===== config.mk =====
export PLATFORM = sky130hd
export DESIGN_NAME = alu_arbiter
export DESIGN_NICKNAME = d
export VERILOG_FILES = /design/src/rtl/alu_pkg.sv /design/src/rtl/alu_rr_picker.sv /design/src/rtl/alu_arbiter.sv
export SDC_FILE = /design/constraint.sdc
export NUM_CORES = 1
export LEC_CHECK = 0
export CORE_AREA = 3 3 209 211
export CTS_BUF_LIST = sky130_fd_sc_hd__clkbuf_4 sky130_fd_sc_hd__clkbuf_8
export CTS_CLUSTER_DIAMETER = 150
export DETAILED_ROUTE_END_ITERATION = 6
export DIE_AREA = 0 0 212 214
export DONT_BUFFER_PORTS = 1
export GPL_TIMING_DRIVEN = 0
export PLACE_DENSITY = 0.34
export SYNTH_ARGS = -nofsm -noshare
export SYNTH_HDL_FRONTEND = slang
export SYNTH_SLANG_ARGS = --single-unit

===== constraint.sdc =====
create_clock -name clk -period 2 [get_ports clk]
set_input_delay 0.4 -clock clk [delete_from_list [all_inputs] [get_ports clk]]
set_output_delay 0.4 -clock clk [all_outputs]
set_load 0.03 [all_outputs]

===== src/rtl/alu_pkg.sv =====
// Shared definitions for the ALU arbiter slice: func codes, FSM states, grant id.
package alu_pkg;

  localparam logic [2:0] F_ADD  = 3'b000;
  localparam logic [2:0] F_SLL  = 3'b001;
  localparam logic [2:0] F_SLT  = 3'b010;
  localparam logic [2:0] F_SLTU = 3'b011;
  localparam logic [2:0] F_XOR  = 3'b100;
  localparam logic [2:0] F_SRL  = 3'b101;
  localparam logic [2:0] F_OR   = 3'b110;
  localparam logic [2:0] F_AND  = 3'b111;

  typedef enum logic [1:0] {IDLE, EXEC, RESP} state_t;

  typedef logic grant_t;

  // Shifts and compares are reserved codes the alu does not implement yet.
  function automatic logic func_supported(input logic [2:0] f);
    return (f == F_ADD) || (f == F_XOR) || (f == F_OR) || (f == F_AND);
  endfunction

endpackage


===== src/rtl/alu_rr_picker.sv =====
// Two-way request picker: round-robin on ties, or fixed priority to
// requester 0 when ALU_ARB_FIXED_PRIO_EN is defined.
module alu_rr_picker
  import alu_pkg::*;
(
  input  logic [1:0] req_valid,
  input  grant_t     last_grant,
  output logic       grant_valid,
  output grant_t     grant_id
);

  assign grant_valid = |req_valid;

`ifdef ALU_ARB_FIXED_PRIO_EN
  logic unused_last_grant;
  assign unused_last_grant = last_grant;
  assign grant_id          = ~req_valid[0];
`else
  always_comb begin
    grant_id = req_valid[1];
    if (&req_valid) grant_id = ~last_grant;
  end
`endif

endmodule


===== src/rtl/alu_arbiter.sv =====
// Shares one combinational alu between two requesters over valid/ready.
// Optional ALU_ARB_FIXED_PRIO_EN selects fixed priority instead of round-robin.
module alu_arbiter
  import alu_pkg::*;
#(
  parameter int unsigned XLEN = 64
) (
  input  logic              clk,
  input  logic              rst,
  input  logic [1:0]        req_valid,
  output logic [1:0]        req_ready,
  input  logic [5:0]        req_func,
  input  logic [1:0]        req_sign,
  input  logic [2*XLEN-1:0] req_a,
  input  logic [2*XLEN-1:0] req_b,
  output logic [1:0]        rsp_valid,
  input  logic [1:0]        rsp_ready,
  output logic [XLEN-1:0]   rsp_data,
  output logic              rsp_err,
  output logic [2:0]        alu_func,
  output logic              alu_sign,
  output logic [XLEN-1:0]   alu_op_a,
  output logic [XLEN-1:0]   alu_op_b,
  input  logic [XLEN-1:0]   alu_res
);

  state_t            state_q;
  grant_t            grant_q;
  grant_t            last_grant_q;
  logic [2:0]        func_q;
  logic              sign_q;
  logic [XLEN-1:0]   a_q;
  logic [XLEN-1:0]   b_q;
  logic [XLEN-1:0]   rsp_data_q;
  logic              rsp_err_q;
  logic [1:0]        rsp_valid_q;

  logic              grant_valid;
  grant_t            grant_id;
  logic              accept;

  alu_rr_picker u_picker (
    .req_valid   (req_valid),
    .last_grant  (last_grant_q),
    .grant_valid (grant_valid),
    .grant_id    (grant_id)
  );

  // Gated by rst so nothing is accepted in the reset cycle itself.
  assign accept = (state_q == IDLE) && grant_valid && !rst;

  always_comb begin
    req_ready = '0;
    if (accept) req_ready[grant_id] = 1'b1;
  end

  always_ff @(posedge clk) begin
    if (rst) begin
      state_q      <= IDLE;
      grant_q      <= grant_t'(1'b0);
      last_grant_q <= grant_t'(1'b1);
      func_q       <= '0;
      sign_q       <= 1'b0;
      a_q          <= '0;
      b_q          <= '0;
      rsp_data_q   <= '0;
      rsp_err_q    <= 1'b0;
      rsp_valid_q  <= '0;
    end else begin
      case (state_q)
        IDLE: begin
          if (accept) begin
            grant_q      <= grant_id;
            last_grant_q <= grant_id;
            func_q       <= grant_id ? req_func[5:3]        : req_func[2:0];
            sign_q       <= grant_id ? req_sign[1]          : req_sign[0];
            a_q          <= grant_id ? req_a[2*XLEN-1:XLEN] : req_a[XLEN-1:0];
            b_q          <= grant_id ? req_b[2*XLEN-1:XLEN] : req_b[XLEN-1:0];
            state_q      <= EXEC;
          end
        end
        EXEC: begin
          rsp_err_q            <= !func_supported(func_q);
          rsp_data_q           <= func_supported(func_q) ? alu_res : '0;
          rsp_valid_q[grant_q] <= 1'b1;
          state_q              <= RESP;
        end
        RESP: begin
          if (rsp_ready[grant_q]) begin
            rsp_valid_q <= '0;
            state_q     <= IDLE;
          end
        end
        default: state_q <= IDLE;
      endcase
    end
  end

  assign rsp_valid = rsp_valid_q;
  assign rsp_data  = rsp_data_q;
  assign rsp_err   = rsp_err_q;
  assign alu_func  = func_q;
  assign alu_sign  = sign_q;
  assign alu_op_a  = a_q;
  assign alu_op_b  = b_q;

endmodule


==> out/results.txt, run 1 <==
Die Span Y: 214 um
Longest Clk Path Bufs: 3
TritonCTS sink count: 203
Drt wl/cell: 23.4 um
Syn nets: 1183
Ys async rst share: 0%
Ys flop type: dfxtp_1
Die area: 45400 um2
FP Rows: 75
Seq/Total Area, Yosys: 50.2%
Yosys warnings: 0
Layout Utilization: 28.6%
GRT overflow: 0
Fin Hold WS: 0.0694 ns
Critical path cell sequence: nor3_4 > buf_6 > buf_12 > and2_4
# port buffers: 0
Area grow syn2layout: 48.5%
Rel. slew slack: 57.1%
Vias per cell: 4.92
Final period util: 102%
CP Launch Type: register
Clock slew at reported path FFs: 0.06 ns
Power Density: 971 nW/um2
Post-synthesis register bit count: 203
Unrepaired setup endpoints after global routing: yes
Fillcell total: 4439
Root Buffer: clkbuf_8
Worst Skew: 0.0186 ns
Worst setup EP type: primary output
Worst IR Drop VDD: 0.000423 V
DP Wirelength: 29400 um
Critical path's top delay family: simple AND/OR/NAND/NOR gates
Mean Syn Cell Area: 9.53 um2
PnR worst setup slack: -0.0444 ns
TritonCTS clock tree: built
Vias in the first global route: 8671
Share of cells above drive strength 1: 12.1%
MaxCap Viol Count: 0
Crit path time final: 2.04 ns
Total track usage: 16.5%
Area leader, netlist: dfxtp_1
Count of different cell masters after synthesis: 30
Share of the synthesized area in the top cell type: 50.2%
Worst path buffer plus inverter count: 2
Tot Pwr: 11.7 mW
Violated checks: negative setup slack
Final WL: 39600 um
Most frequent cell after synthesis: dfxtp_1
Setup violators final: 2
CTS H-tree depth: 2
CP max stage delay: 0.36 ns
Most instantiated cells after synthesis: 203 x dfxtp_1, 106 x and3_1, 105 x a221o_1, 66 x a21oi_1, 65 x nand2_1
Tightest Hold Check Type: in2reg
Max Slew Vio Count: 0
Post-synth EDFFs: 0
Worst EP required: 1.60 ns
Slowest cell on crit path: dfxtp_4
Max Clk Rate: 489 MHz
Antenna viol nets, final: 0
Critical path class: reg2out
DRT Pass-1 Iters: 5
Status: complete, but fails checks
Actual slew at the worst max-slew pin: 0.643 ns
Lkg Pwr: 4.69 nW
Area contributors post-synth: dfxtp_1 50%, a221o_1 13%, and3_1 8.2%
IO Count: 535
Die Span X: 212 um
Starting Density: 19.3%
RePlAce Congestion: 0.873
Final Hold Viols: 0
Mapped cell area: 8090 um2
Largest net degree at the start of global routing: 20
Gate Count Post-Synth: 849
Clock Latency Late Sink: 0.57 ns
Final net count: 1453
DRC viols: 0
Crit-path max FO: 4
Detailed router's first-iteration violation count: 434
Initial antenna violation count: 9
Vias: 8335
Worst path arrival time: 1.64 ns
Core Box Area: 41900 um2
Num CTS Buffers: 40
First-pass GRT wire length: 56900 um
-- metrics by stage --
| step | std cells | instance area [um2] | setup TNS, ns | setup slack (ns) |
|---|---|---|---|---|
| finish | 1693 | 12000 | -0.0789 | -0.0444 |
| CTS | 1682 | 11900 | -0.549 | -0.293 |
| detailed placement | 1388 | 8770 | -111.78 | -1.11 |
| floorplan | 849 | 8090 | 0 | 0.101 |
| global route | 1690 | 12000 | -0.304 | -0.159 |
| global placement | 1388 | 8770 | -110.40 | -1.09 |
-- logic make-up (layout without fill, tap and decap cells) --
logic type      count (synthesis)  count (layout)  share of synthesized area [%]
other cells                     0               8                              0
compound gates                296             296                           27.4
simple gates                  244             244                           16.3
mux                             1               1                          0.139
buf+inv                       105             402                           5.91
flops                         203             203                           50.2
-- cell usage in the layout, fill, tap and decap left out, types with 2 or more instances in the layout --
cell and instances:
o21ai_1 3, o211ai_1 64, nand4_1 27, o21ai_0 25, buf_12 2, buf_2 20
nor2_1 4, buf_6 7, dlygate4sd3_1 219, a31oi_1 28, nand3_1 27, dfxtp_4 2
clkbuf_2 11, o21a_1 2, clkinvlp_4 2, clkbuf_8 48, clkbuf_4 16, diode_2 8
nand2b_1 3, clkinv_2 3, dfxtp_1 198, buf_1 3, dfxtp_2 3, a21oi_1 66
nand2_1 65, nor3_1 3, nor2b_1 3, a221o_1 105, clkbuf_1 53, buf_4 15
and3_1 105
-- final timing paths --
path	endpoint	cells past startpoint	slack (ns)	from
min reg2reg	last_grant_q$_SDFFE_PP1P_	1	0.51	last_grant_q$_SDFFE_PP1P_
max	req_ready[1]	4	-0.04	state_q[0]$_SDFFE_PP0P_
min	alu_op_a[32]$_SDFFE_PP0P_	2	0.07	req_a[96]
max reg2reg	rsp_data[20]$_SDFFE_PP0P_	5	0.05	alu_func[2]$_SDFFE_PP0P_
-- layout make-up --
cell class                 instances  area (um2)  area share (%)
timing repair buffer             231        2310            19.3
buffer                           101         514            4.28
antenna                            8        20.0           0.167
inverter                           1        3.75          0.0312
clock buffer                      63         773            6.43
sequential                       203        4080            33.9
tap                              539         674            5.61
multi-input combinational        541        3580            29.8
clock inverter                     6        60.1           0.500
-- sequential cells by signal, summed over array words and instances, names as in the netlist --
signal / count
alu_op_a: 64
alu_op_b: 64
rsp_data: 64
alu_func: 3
rsp_valid: 2
state_q: 2
alu_sign: 1
grant_q: 1
last_grant_q: 1
rsp_err: 1
-- where the power goes --
| part | leakage, nW | internal [mW] | switching, mW | total, mW |
|---|---|---|---|---|
| clock | 0.440 | 2.57 | 1.92 | 4.49 |
| combinational | 2.58 | 0.796 | 0.895 | 1.69 |
| sequential | 1.67 | 4.42 | 1.06 | 5.48 |
-- routing by layer --
layer	routed length [um]	up-vias	global-route usage, %
li1	-	3845	-
met1	14900	3986	17.8
met2	19400	426	28.7
met3	4040	76	6.81
met4	1170	2	5.94
met5	13	-	0
-- repair_timing --
| item | CTS | global route |
|---|---|---|
| endpoints found under the setup margin | 191 | 68 |
| gates cloned | 1 | 0 |
| hold endpoints to repair | 192 | 0 |
| hold buffers | 219 | 0 |
| buffers inserted | 6 | 5 |
| pin swaps | 3 | 3 |
| gates resized for setup | 33 | 15 |
(Power assumes the default switching activity.)
==> run 2, diff against run 1 <==
- clock period: 2 -> 2.39 ns (I/O delays scaled with it)
==> out/results.txt, run 2 (synthesized netlist as in run 1, its figures left out) <==
Status: complete, no violations (was complete, but fails checks)
Worst setup EP type: primary output (unchanged)
CTS H-tree depth: 2 (unchanged)
Detailed router's first-iteration violation count: 379 (was 434)
Met3 Usage GRT: 7.48% (was 6.81%)
Placement Cell Area: 8770 um2 (unchanged)
Critical path class: reg2out (unchanged)
Clock Latency Late Sink: 0.57 ns (about the same)
Vias per cell: 4.99 (was 4.92)
Crit-path max FO: 5 (was 4)
Final period util: 93.7%
GR Util met2: 27.7% (was 28.7%)
Setup crit start: state_q[1]$_SDFFE_PP0P_ (was state_q[0]$_SDFFE_PP0P_)
Die area: 45400 um2 (unchanged)
Starting Density: 19.3% (unchanged)
TritonCTS clock tree: built (unchanged)
Actual slew at the worst max-slew pin: 0.637 ns (was 0.643 ns)
Longest Clk Path Bufs: 3 (unchanged)
TritonCTS sink count: 203 (unchanged)
Root Buffer: clkbuf_8 (unchanged)
Max Clk Rate: 447 MHz
Max Slew Vio Count: 0 (unchanged)
Area grow syn2layout: 33.1% (was 48.5%)
Setup violators final: 0 (was 2)
Crit path time final: 2.24 ns
Tightest Hold Check Type: in2reg (unchanged)
Final net count: 1333 (was 1453)
DRC viols: 0 (unchanged)
Most common cell after layout, fill and taps aside: dfxtp_1 (was dlygate4sd3_1)
# port buffers: 0 (unchanged)
FP Rows: 75 (unchanged)
Worst IR Drop VDD: 0.000354 V (was 0.000423 V)
Worst path arrival time: 1.76 ns (was 1.64 ns)
Drt wl/cell: 24.7 um (was 23.4 um)
GRT Max-Usage Layer: met2 (unchanged)
First-pass GRT wire length: 55200 um (was 56900 um)
IO Count: 535 (unchanged)
DP Wirelength: 29400 um (unchanged)
Rel. slew slack: 57.6% (was 57.1%)
Post-route cell area: 10800 um2 (was 12000 um2)
Clock slew at reported path FFs: 0.05 ns (was 0.06 ns)
Slowest cell on crit path: dfxtp_4 (unchanged)
Unrepaired setup endpoints after global routing: no (was yes)
Largest net degree at the start of global routing: 20 (unchanged)
M1 GR Usage: 17.3% (was 17.8%)
Die Span Y: 214 um (unchanged)
Initial antenna violation count: 7 (was 9)
Fin Hold WS: 0.0604 ns (was 0.0694 ns)
Core Box Area: 41900 um2 (unchanged)
GRT overflow: 0 (unchanged)
Worst EP required: 1.91 ns (was 1.60 ns)
Final Hold Viols: 0 (unchanged)
Die Span X: 212 um (unchanged)
Hold endpoint: alu_op_b[1]$_SDFFE_PP0P_ (was alu_op_a[32]$_SDFFE_PP0P_)
Final WL: 38800 um (was 39600 um)
Worst reg2reg path depth: 5 (unchanged)
CP Launch Type: register (unchanged)
Tot Pwr: 9.55 mW (was 11.7 mW)
Num CTS Buffers: 40 (unchanged)
CP max stage delay: 0.36 ns (about the same)
RePlAce Congestion: 0.873 (unchanged)
R2R Path Start: alu_func[1]$_SDFFE_PP0P_ (was alu_func[2]$_SDFFE_PP0P_)
Commonest cells after routing, fill and taps aside: 200 x dfxtp_1, 106 x and3_1, 105 x a221o_1 (was 219 x dlygate4sd3_1, 198 x dfxtp_1, 105 x and3_1, 105 x a221o_1, 66 x a21oi_1)
Hold path depth: 1 (was 2)
Total track usage: 16.1% (was 16.5%)
Lkg Pwr: 4.14 nW (was 4.69 nW)
RR Endpoint: rsp_data[20]$_SDFFE_PP0P_ (unchanged)
Vias: 7832 (was 8335)
Worst Skew: 0.0157 ns (was 0.0186 ns)
Share of cells above drive strength 1: 11.8% (was 12.1%)
Power Density: 887 nW/um2 (was 971 nW/um2)
Reg2reg setup slack: 0.26 ns (was 0.05 ns)
Antenna viol nets, final: 0 (unchanged)
Critical path cell sequence: nor3_4 > buf_4 > and3_1 > buf_6 > buf_12 (was nor3_4 > buf_6 > buf_12 > and2_4)
DRT Pass-1 Iters: 5 (unchanged)
Vias in the first global route: 8090 (was 8671)
MaxCap Viol Count: 0 (unchanged)
Startpoint of the worst hold path: req_b[1] (was req_a[96])
==> run 2: cell count changes in the layout (fill, tap and decap cells not counted), sizes merged <==
cell / before / now
dlygate4sd3: 219 / 102
buf: 47 / 46
diode: 8 / 6
clkbuf: 128 / 126
==> run 2: power breakdown <==
group          total (mW)  internal (mW)  switching (mW)  leakage, nW
sequential           4.59           3.70           0.890         1.67
clock                3.75           2.15            1.59        0.440
combinational        1.21          0.519           0.695         2.04
total                9.55           6.37            3.18         4.14
==> run 2: layer usage <==
metal / vias to the layer above / wire (um)
met5: - / 27
met4: 4 / 1200
met3: 83 / 4280
met2: 415 / 19000
met1: 3728 / 14300
li1: 3602 / -
==> run 2: critical path, delay by kind of cell, from the launching register on <==
kind | cells | cell delay [ns]
buf+inv | 3 | 0.41
flops | 1 | 0.36
simple gates | 2 | 0.43
==> run 2: repair_timing <==
item	CTS	global route
endpoints found under the hold margin	102	0
hold buffers	102	0
endpoints found under the setup margin	179	26
setup buffers	6	0
gates resized for setup	20	1
pin swaps	3	0
gates cloned	1	0
==> run 2: per-stage QoR <==
step	util (%)	setup TNS, ns	setup WS [ns]	cells
3_3_place_gp	20.9	-48.36	-0.855	1388
3_5_place_dp	20.9	-50.33	-0.875	1388
4_1_cts	25.6	0	0.0192	1565
2_1_floorplan	-	0	0.335	849
6_report	25.7	0	0.151	1571
5_1_grt	25.6	0	0.0241	1568
==> run 2: worst max-delay path by stage <==
stage                               to  slack, ns  depth (start not counted)
after CTS                 req_ready[0]       0.02                          5
after detailed placement  req_ready[1]      -0.87                          5
final                     req_ready[0]       0.15                          5
after global routing      req_ready[1]       0.02                          4
after global placement    req_ready[1]      -0.86                          5
after floorplan           req_ready[1]       0.33                          5
==> run 2: final cells by class <==
type	instances	area, um2
clock buffer	63	773
tap	539	674
multi-input combinational	541	3570
clock inverter	6	60.1
buffer	103	505
sequential	203	4070
fill	4513	31200
antenna	6	15.0
inverter	1	3.75
timing repair buffer	109	1100
